**src/rtl/stopwatch_pkg.sv**
```systemverilog
// Shared types and constants for the BCD stopwatch / countdown timer.
package stopwatch_pkg;

  localparam logic [7:0]  BCD_MAX_SEC = 8'h59;
  localparam logic [7:0]  BCD_MAX_MIN = 8'h59;
  localparam int unsigned FRAC_W_MAX  = 12;

  typedef enum logic {
    MODE_UP   = 1'b0,
    MODE_DOWN = 1'b1
  } mode_e;

  typedef enum logic {
    ST_IDLE = 1'b0,
    ST_RUN  = 1'b1
  } state_e;

  // One lap FIFO entry; fraction is stored at the widest supported width.
  typedef struct packed {
    logic [FRAC_W_MAX-1:0] frac;
    logic [7:0]            s;
    logic [7:0]            m;
  } lap_entry_t;

  // True when v is a well-formed BCD byte not exceeding max_v.
  function automatic logic bcd_in_range(input logic [7:0] v, input logic [7:0] max_v);
    return (v[3:0] <= 4'd9) && (v <= max_v);
  endfunction

endpackage

```
**src/rtl/bcd_digit_cnt.sv**
```systemverilog
// One BCD digit counting 0..MAX with increment/decrement, load and clear.
module bcd_digit_cnt #(
  parameter int unsigned MAX = 9
) (
  input  logic       clk,
  input  logic       rst,
  input  logic       clr,
  input  logic       ld,
  input  logic [3:0] ld_val,
  input  logic       inc,
  input  logic       dec,
  output logic [3:0] q,
  output logic       carry_c,
  output logic       borrow_c,
  output logic       is_zero_c,
  output logic       is_max_c
);

  assign is_zero_c = (q == 4'd0);
  assign is_max_c  = (q == 4'(MAX));
  assign carry_c   = inc & is_max_c;
  assign borrow_c  = dec & is_zero_c;

  // Digit register: clear beats load beats count.
  always_ff @(posedge clk) begin
    if (rst) begin
      q <= 4'd0;
    end else if (clr) begin
      q <= 4'd0;
    end else if (ld) begin
      q <= ld_val;
    end else if (inc) begin
      q <= is_max_c ? 4'd0 : q + 4'd1;
    end else if (dec) begin
      q <= is_zero_c ? 4'(MAX) : q - 4'd1;
    end
  end

endmodule

```
**src/rtl/stopwatch_bcd_lap.sv**
```systemverilog
// BCD stopwatch / countdown timer with preset load and lap-capture FIFO.
module stopwatch_bcd_lap
  import stopwatch_pkg::*;
#(
  parameter int unsigned TICK_DIV    = 50000,
  parameter int unsigned FRAC_DIGITS = 1,
  parameter int unsigned LAP_DEPTH   = 4
) (
  input  logic                     clk,
  input  logic                     rst,
  input  logic                     start_stop,
  input  logic                     clear,
  input  logic                     mode,
  input  logic                     load,
  input  logic [7:0]               load_m,
  input  logic [7:0]               load_s,
  input  logic                     lap,
  input  logic                     lap_rd,
  output logic                     running,
  output logic [4*FRAC_DIGITS-1:0] cnt_frac,
  output logic [7:0]               cnt_s,
  output logic [7:0]               cnt_m,
  output logic [4*FRAC_DIGITS-1:0] lap_frac,
  output logic [7:0]               lap_s,
  output logic [7:0]               lap_m,
  output logic                     lap_valid,
  output logic                     lap_full,
  output logic                     done,
  output logic                     ovf
);

  localparam int unsigned FW = 4 * FRAC_DIGITS;
  localparam int unsigned ND = FRAC_DIGITS + 4;
  localparam int unsigned PW = (TICK_DIV > 1) ? $clog2(TICK_DIV) : 1;
  localparam int unsigned AW = $clog2(LAP_DEPTH);
  localparam int unsigned CW = AW + 1;

  state_e            state_q, state_d;
  mode_e             mode_q;
  logic [PW-1:0]     presc_q;
  logic              tick, do_inc, do_dec, hit_zero, all_zero, load_ok;
  logic              clr_time, ld_time, done_d;

  logic [ND-1:0][3:0] dq;
  logic [ND-1:0][3:0] ld_val;
  logic [ND-1:0]      inc_en, dec_en, is_zero, is_max, carry, borrow;

  lap_entry_t        fifo_q [LAP_DEPTH];
  lap_entry_t        head, wr_entry;
  logic [AW-1:0]     rd_ptr_q, wr_ptr;
  logic [CW-1:0]     count_q;
  logic              fifo_rd, fifo_wr;

  assign running  = (state_q == ST_RUN);
  assign tick     = running && (presc_q == PW'(TICK_DIV - 1));
  assign all_zero = &is_zero;
  assign hit_zero = do_dec && (dq[0] == 4'd1) && (&is_zero[ND-1:1]);
  assign do_inc   = tick && (mode_q == MODE_UP);
  assign do_dec   = tick && (mode_q == MODE_DOWN) && !all_zero;
  assign load_ok  = bcd_in_range(load_m, BCD_MAX_MIN) && bcd_in_range(load_s, BCD_MAX_SEC);
  assign ld_val   = {load_m, load_s, FW'(0)};

  // Carry / borrow ripple across digits, least significant first.
  always_comb begin
    inc_en    = '0;
    dec_en    = '0;
    inc_en[0] = do_inc;
    dec_en[0] = do_dec;
    for (int i = 1; i < ND; i++) begin
      inc_en[i] = inc_en[i-1] & is_max[i-1];
      dec_en[i] = dec_en[i-1] & is_zero[i-1];
    end
  end

  // Digit chain: fraction digits, then seconds lo/hi, then minutes lo/hi.
  for (genvar i = 0; i < ND; i++) begin : g_digit
    localparam int unsigned DMAX = ((i == FRAC_DIGITS + 1) || (i == FRAC_DIGITS + 3)) ? 5 : 9;
    bcd_digit_cnt #(.MAX(DMAX)) u_digit (
      .clk       (clk),
      .rst       (rst),
      .clr       (clr_time),
      .ld        (ld_time),
      .ld_val    (ld_val[i]),
      .inc       (inc_en[i]),
      .dec       (dec_en[i]),
      .q         (dq[i]),
      .carry_c   (carry[i]),
      .borrow_c  (borrow[i]),
      .is_zero_c (is_zero[i]),
      .is_max_c  (is_max[i])
    );
  end

  assign cnt_frac = dq[FRAC_DIGITS-1:0];
  assign cnt_s    = {dq[FRAC_DIGITS+1], dq[FRAC_DIGITS]};
  assign cnt_m    = {dq[FRAC_DIGITS+3], dq[FRAC_DIGITS+2]};

  // Next-state and one-cycle controls; clear beats load beats start.
  always_comb begin
    state_d  = state_q;
    done_d   = 1'b0;
    clr_time = 1'b0;
    ld_time  = 1'b0;
    case (state_q)
      ST_IDLE: begin
        if (clear) begin
          clr_time = 1'b1;
        end else if (load && load_ok) begin
          ld_time = 1'b1;
        end else if (start_stop && !((mode_e'(mode) == MODE_DOWN) && all_zero)) begin
          state_d = ST_RUN;
        end
      end
      ST_RUN: begin
        if (hit_zero) begin
          state_d = ST_IDLE;
          done_d  = 1'b1;
        end else if (start_stop) begin
          state_d = ST_IDLE;
        end
      end
      default: state_d = ST_IDLE;
    endcase
  end

  // State, mode latch, prescaler, done pulse and sticky overflow.
  always_ff @(posedge clk) begin
    if (rst) begin
      state_q <= ST_IDLE;
      mode_q  <= MODE_UP;
      presc_q <= '0;
      done    <= 1'b0;
      ovf     <= 1'b0;
    end else begin
      state_q <= state_d;
      done    <= done_d;
      if (state_q == ST_IDLE) begin
        mode_q <= mode_e'(mode);
      end
      if (clr_time || ld_time) begin
        presc_q <= '0;
      end else if (running) begin
        presc_q <= tick ? '0 : presc_q + PW'(1);
      end
      if (clr_time) begin
        ovf <= 1'b0;
      end else if (carry[ND-1]) begin
        ovf <= 1'b1;
      end
    end
  end

  assign lap_valid = (count_q != '0);
  assign lap_full  = (count_q == CW'(LAP_DEPTH));
  assign wr_ptr    = rd_ptr_q + AW'(count_q);
  assign fifo_rd   = lap_rd && lap_valid && !clr_time;
  assign fifo_wr   = running && lap && (!lap_full || fifo_rd);
  assign head      = fifo_q[rd_ptr_q];

  always_comb begin
    wr_entry      = '0;
    wr_entry.frac = FRAC_W_MAX'(cnt_frac);
    wr_entry.s    = cnt_s;
    wr_entry.m    = cnt_m;
  end

  // Lap FIFO pointer and occupancy.
  always_ff @(posedge clk) begin
    if (rst || clr_time) begin
      rd_ptr_q <= '0;
      count_q  <= '0;
    end else begin
      if (fifo_rd) begin
        rd_ptr_q <= rd_ptr_q + AW'(1);
      end
      if (fifo_wr && !fifo_rd) begin
        count_q <= count_q + CW'(1);
      end else if (fifo_rd && !fifo_wr) begin
        count_q <= count_q - CW'(1);
      end
    end
  end

  // Lap FIFO storage; contents only matter while counted as occupied.
  always_ff @(posedge clk) begin
    if (fifo_wr) begin
      fifo_q[wr_ptr] <= wr_entry;
    end
  end

  assign lap_frac = lap_valid ? head.frac[FW-1:0] : '0;
  assign lap_s    = lap_valid ? head.s : 8'h00;
  assign lap_m    = lap_valid ? head.m : 8'h00;

  logic unused_sig;
  assign unused_sig = ^{carry[ND-2:0], borrow, is_max[ND-1], head.frac};

endmodule

```
**config.mk**
```make
export PLATFORM = sky130hd
export DESIGN_NAME = stopwatch_bcd_lap
export DESIGN_NICKNAME = d
export VERILOG_FILES = /design/src/rtl/stopwatch_pkg.sv /design/src/rtl/bcd_digit_cnt.sv /design/src/rtl/stopwatch_bcd_lap.sv
export SDC_FILE = /design/constraint.sdc
export NUM_CORES = 1
export LEC_CHECK = 0
export BUFFER_PORTS_ARGS = -buffer_cell sky130_fd_sc_hd__buf_2
export CAP_MARGIN = 20
export CORE_MARGIN = 2
export CORE_UTILIZATION = 63
export DETAILED_ROUTE_END_ITERATION = 8
export GPL_TIMING_DRIVEN = 0
export PLACE_DENSITY = 0.82
export SETUP_SLACK_MARGIN = 0.05
export SKIP_CTS_REPAIR_TIMING = 1
export SYNTH_ARGS = -nofsm -noshare
export SYNTH_HDL_FRONTEND = slang
export SYNTH_SLANG_ARGS = --single-unit
```
**constraint.sdc**
```tcl
create_clock -name clk -period 5.3 [get_ports clk]
set_input_delay 0.53 -clock clk [delete_from_list [all_inputs] [get_ports clk]]
set_output_delay 0.53 -clock clk [all_outputs]
set_load 0.1 [all_outputs]
```
==> summary.txt <==
Synth
  – Synthesized area per cell: roughly 11 µm²
  – Synth area leaders: edfxtp_1 (39%), dfxtp_1 (15%), mux4_2 (7.3%), nor2_1 (3.5%), and2_1 (2.6%)
  – Post-synth top area cell: edfxtp_1
  – Syn. warnings: 0
  – Commonest cells post-synth: edfxtp_1 (80), nor2_1 (58), dfxtp_1 (47)
  – Area share of the leading cell type in the synthesized netlist: roughly two fifths
  – Number of synthesized flops with an enable pin: 80
  – Synth cell types: 70
  – Top-count cell post-synth: edfxtp_1
  – Post-synthesis compound-gate area fraction: about a tenth
  – Sequential area share after synthesis: around 54%
  – Ys async rst share: 0%
  – Number of synthesized register bits: approximately 130
  – Post-synthesis adder-cell area fraction: less than 1%
  – Simple-gate share of the synthesized area: 20.49%
  – Mapped cell area: 6167 µm²
  – Main synth FF type: edfxtp_1
  – Syn Inst Count: approximately 540
  – Main combinational cell family by area after synthesis: simple AND/OR/NAND/NOR gates
  – Mux cell area share after synthesis: between 8 and 9%
  – Post-Synth XOR/XNOR Area: under 10%
  – Syn Nets: between 500 and 600

Clock tree
  – CTS root buffer: clkbuf_8
  – CTS tree: done
  – Clock Latency Late Sink: 0.53 ns
  – Num CTS Buffers: 17
  – TritonCTS Sinks: around 130
  – Clock transition at path regs: around 0.060 ns
  – Clock Tree Buf Depth: 2
  – H-Tree Depth: 4

STA
  – # setup viols final: 0
  – Final min period: 3.135 ns
  – Setup TNS: 0 ns
  – Worst Skew: between 0.006 and 0.007 ns
  – Slew @ Worst Pin: ~1.0 ns
  – RSZ-0062 raised after global routing: no
  – Slew headroom: between 30% and 40%
  – Final hold violation count: 0
  – Worst setup margin: between 2 and 2.5 ns
  – Tcrit/Tclk final: approximately three fifths
  – Final Max Slew Viols: 0
  – Max frequency: 319.0 MHz

Placed design
  – Pre-CTS setup slack: 2.265 ns
  – I/O Buffers: 68
  – Cell Area, Placed: ~6700 µm²
  – DP Wirelength: around 10,000 µm
  – Placer Congestion: between 1 and 1.5

Floorplan
  – Floorplan core area: 9639 µm²
  – Core Rows: 36
  – IO Count: 69
  – Initial Util: between 60% and 70%
  – Die X: between 100 and 150 µm
  – Die Y-Extent: between 100 and 150 µm
  – Total die area: between 10,000 and 15,000 µm²

Finish
  – FF/Latch Area: between 3000 and 4000 µm²
  – Nets@finish: 660
  – Fill count: between 600 and 700
  – Final Instance Area: about 7300 µm²
  – Area delta synth->final: 18.26%
  – Multi-input gate area: 2684 µm²
  – Antenna cells: 0
  – Share of cells above drive strength 1: 22.33%

Hold path
  – HP Class: input pin to flip-flop
  – Min-delay src: rst

Critical path
  – Crit Path Max Fanout: 14
  – Critical path's largest stage delay: around 0.86 ns
  – Critical path cell sequence: or4bb_1 -> nor4_1 -> nand4_1 -> o311ai_0 -> o2111ai_1 -> a32o_2
  – WP data arrival: 3.56 ns
  – Required @ worst endpoint: roughly 5.7 ns
  – Slowest CP cell: nor4_1
  – R2r startpoint: g_digit[1].u_digit.q[3]
  – Setup crit end kind: flip-flop
  – Setup Crit Path Kind: flip-flop to flip-flop
  – Startpoint Class: flip-flop
  – Critical path origin: g_digit[1].u_digit.q[3]

Global routing
  – Vias in the first global route: approximately 4,600
  – GRT Util Overall: 29.26%
  – Largest net degree at the start of global routing: 21
  – Total congestion overflow: 0
  – First-pass GRT wire length: approximately 23,000 µm
  – Initial antenna violation count: 0

Power
  – Lkg Pwr: 2.549 nW
  – Pwr Total: around 2.3 mW
  – Worst vdd ir: around 0.00019 V
  – PwrDens: 315.6 nW/µm²

Routing
  – Vias: slightly below 5,000
  – Wire length per cell: around 19 µm
  – Initial drt markers: about 560
  – Routed vias/inst: between 6 and 7
  – DRT Pass-1 Iters: 5
  – WL final: roughly 15,000 µm
  – # DRC: 0
  – ANT nets after route: 0

Run
  – Max cap viols: 0

Outcome
  – Run status: completed
[per-stage QoR]
| step | util [%] | hold WS, ns | std cells |
|---|---|---|---|
| 4_1_cts | 75.66 | 0.2161 | 778 |
| 3_5_place_dp | 69.60 | 0.4499 | 746 |
| 2_1_floorplan | - | 0.4582 | 543 |
| 5_1_grt | 75.66 | 0.2291 | 778 |
| 3_3_place_gp | 69.24 | 0.4434 | 744 |
| 6_report | 75.66 | 0.2244 | 778 |
[worst max-delay path: cells and delay by family, from the launching register on]
family          cells  cell delay, ns
simple gates        3            1.83
flops               1            0.56
compound gates      3            0.65
[cells in the final DEF (no fill, tap or decap), types with 10 or more instances in the layout]
cell,synthesis,routed
clkbuf_1,27,28
and2_1,26,26
xnor2_1,14,14
xor2_1,14,14
nand3_1,16,16
mux4_2,20,20
nand2_1,34,34
o21ai_0,18,18
buf_2,1,69
nand4_1,15,15
a21oi_1,20,20
nor4_1,10,10
dfxtp_1,47,47
clkbuf_16,0,16
edfxtp_1,80,80
nor3_1,17,17
nor2_1,58,56
[power breakdown]
part / switching, mW / internal, mW
Combinational: 0.0787 / 0.0267
Clock: 0.434 / 0.715
Sequential: 0.00294 / 1.04
[state kept, by name, summed over array words and instances, names as in the netlist, named ones only]
register and flops:
count_q 3, done 1, fifo_q 80, g_digit.u_digit.q 20, mode_q 1, ovf 1
presc_q 16, rd_ptr_q 2, running 1
[per-layer routing]
metal | track usage (%) | part of all wire (%)
met3 | 6.644 | 6.6
met4 | 11.84 | 2.6
met2 | 50.65 | 52
met5 | 0 | 0
met1 | 35.50 | 39
[layout make-up]
cell class	instances	area share, %
Sequential cell	127	45.84
Multi-Input combinational cell	378	36.80
Clock buffer	18	5.730
Timing Repair Buffer	70	5.078
Clock inverter	14	2.282
Tap cell	133	2.282
Buffer	29	1.527
Inverter	9	0.4632
[cell families (layout without fill, tap and decap cells)]
logic type	after synthesis	after routing
AO/OA/AOI/OAI	89	89
adder cells (fa/ha/maj)	4	4
flip-flops	127	127
XOR/XNOR	28	28
AND/OR/NAND/NOR	231	231
buffers and inverters	38	140
multiplexers	26	26
[worst paths after layout]
path | end | slack (ns) | cells after the start
min | mode_q | 0.22 | 2
max | g_digit[4].u_digit.q[2] | 2.16 | 6
min reg2reg | ovf | 0.46 | 1
max reg2reg | g_digit[4].u_digit.q[2] | 2.16 | 6
No activity file was read; power rests on OpenSTA's default activity.
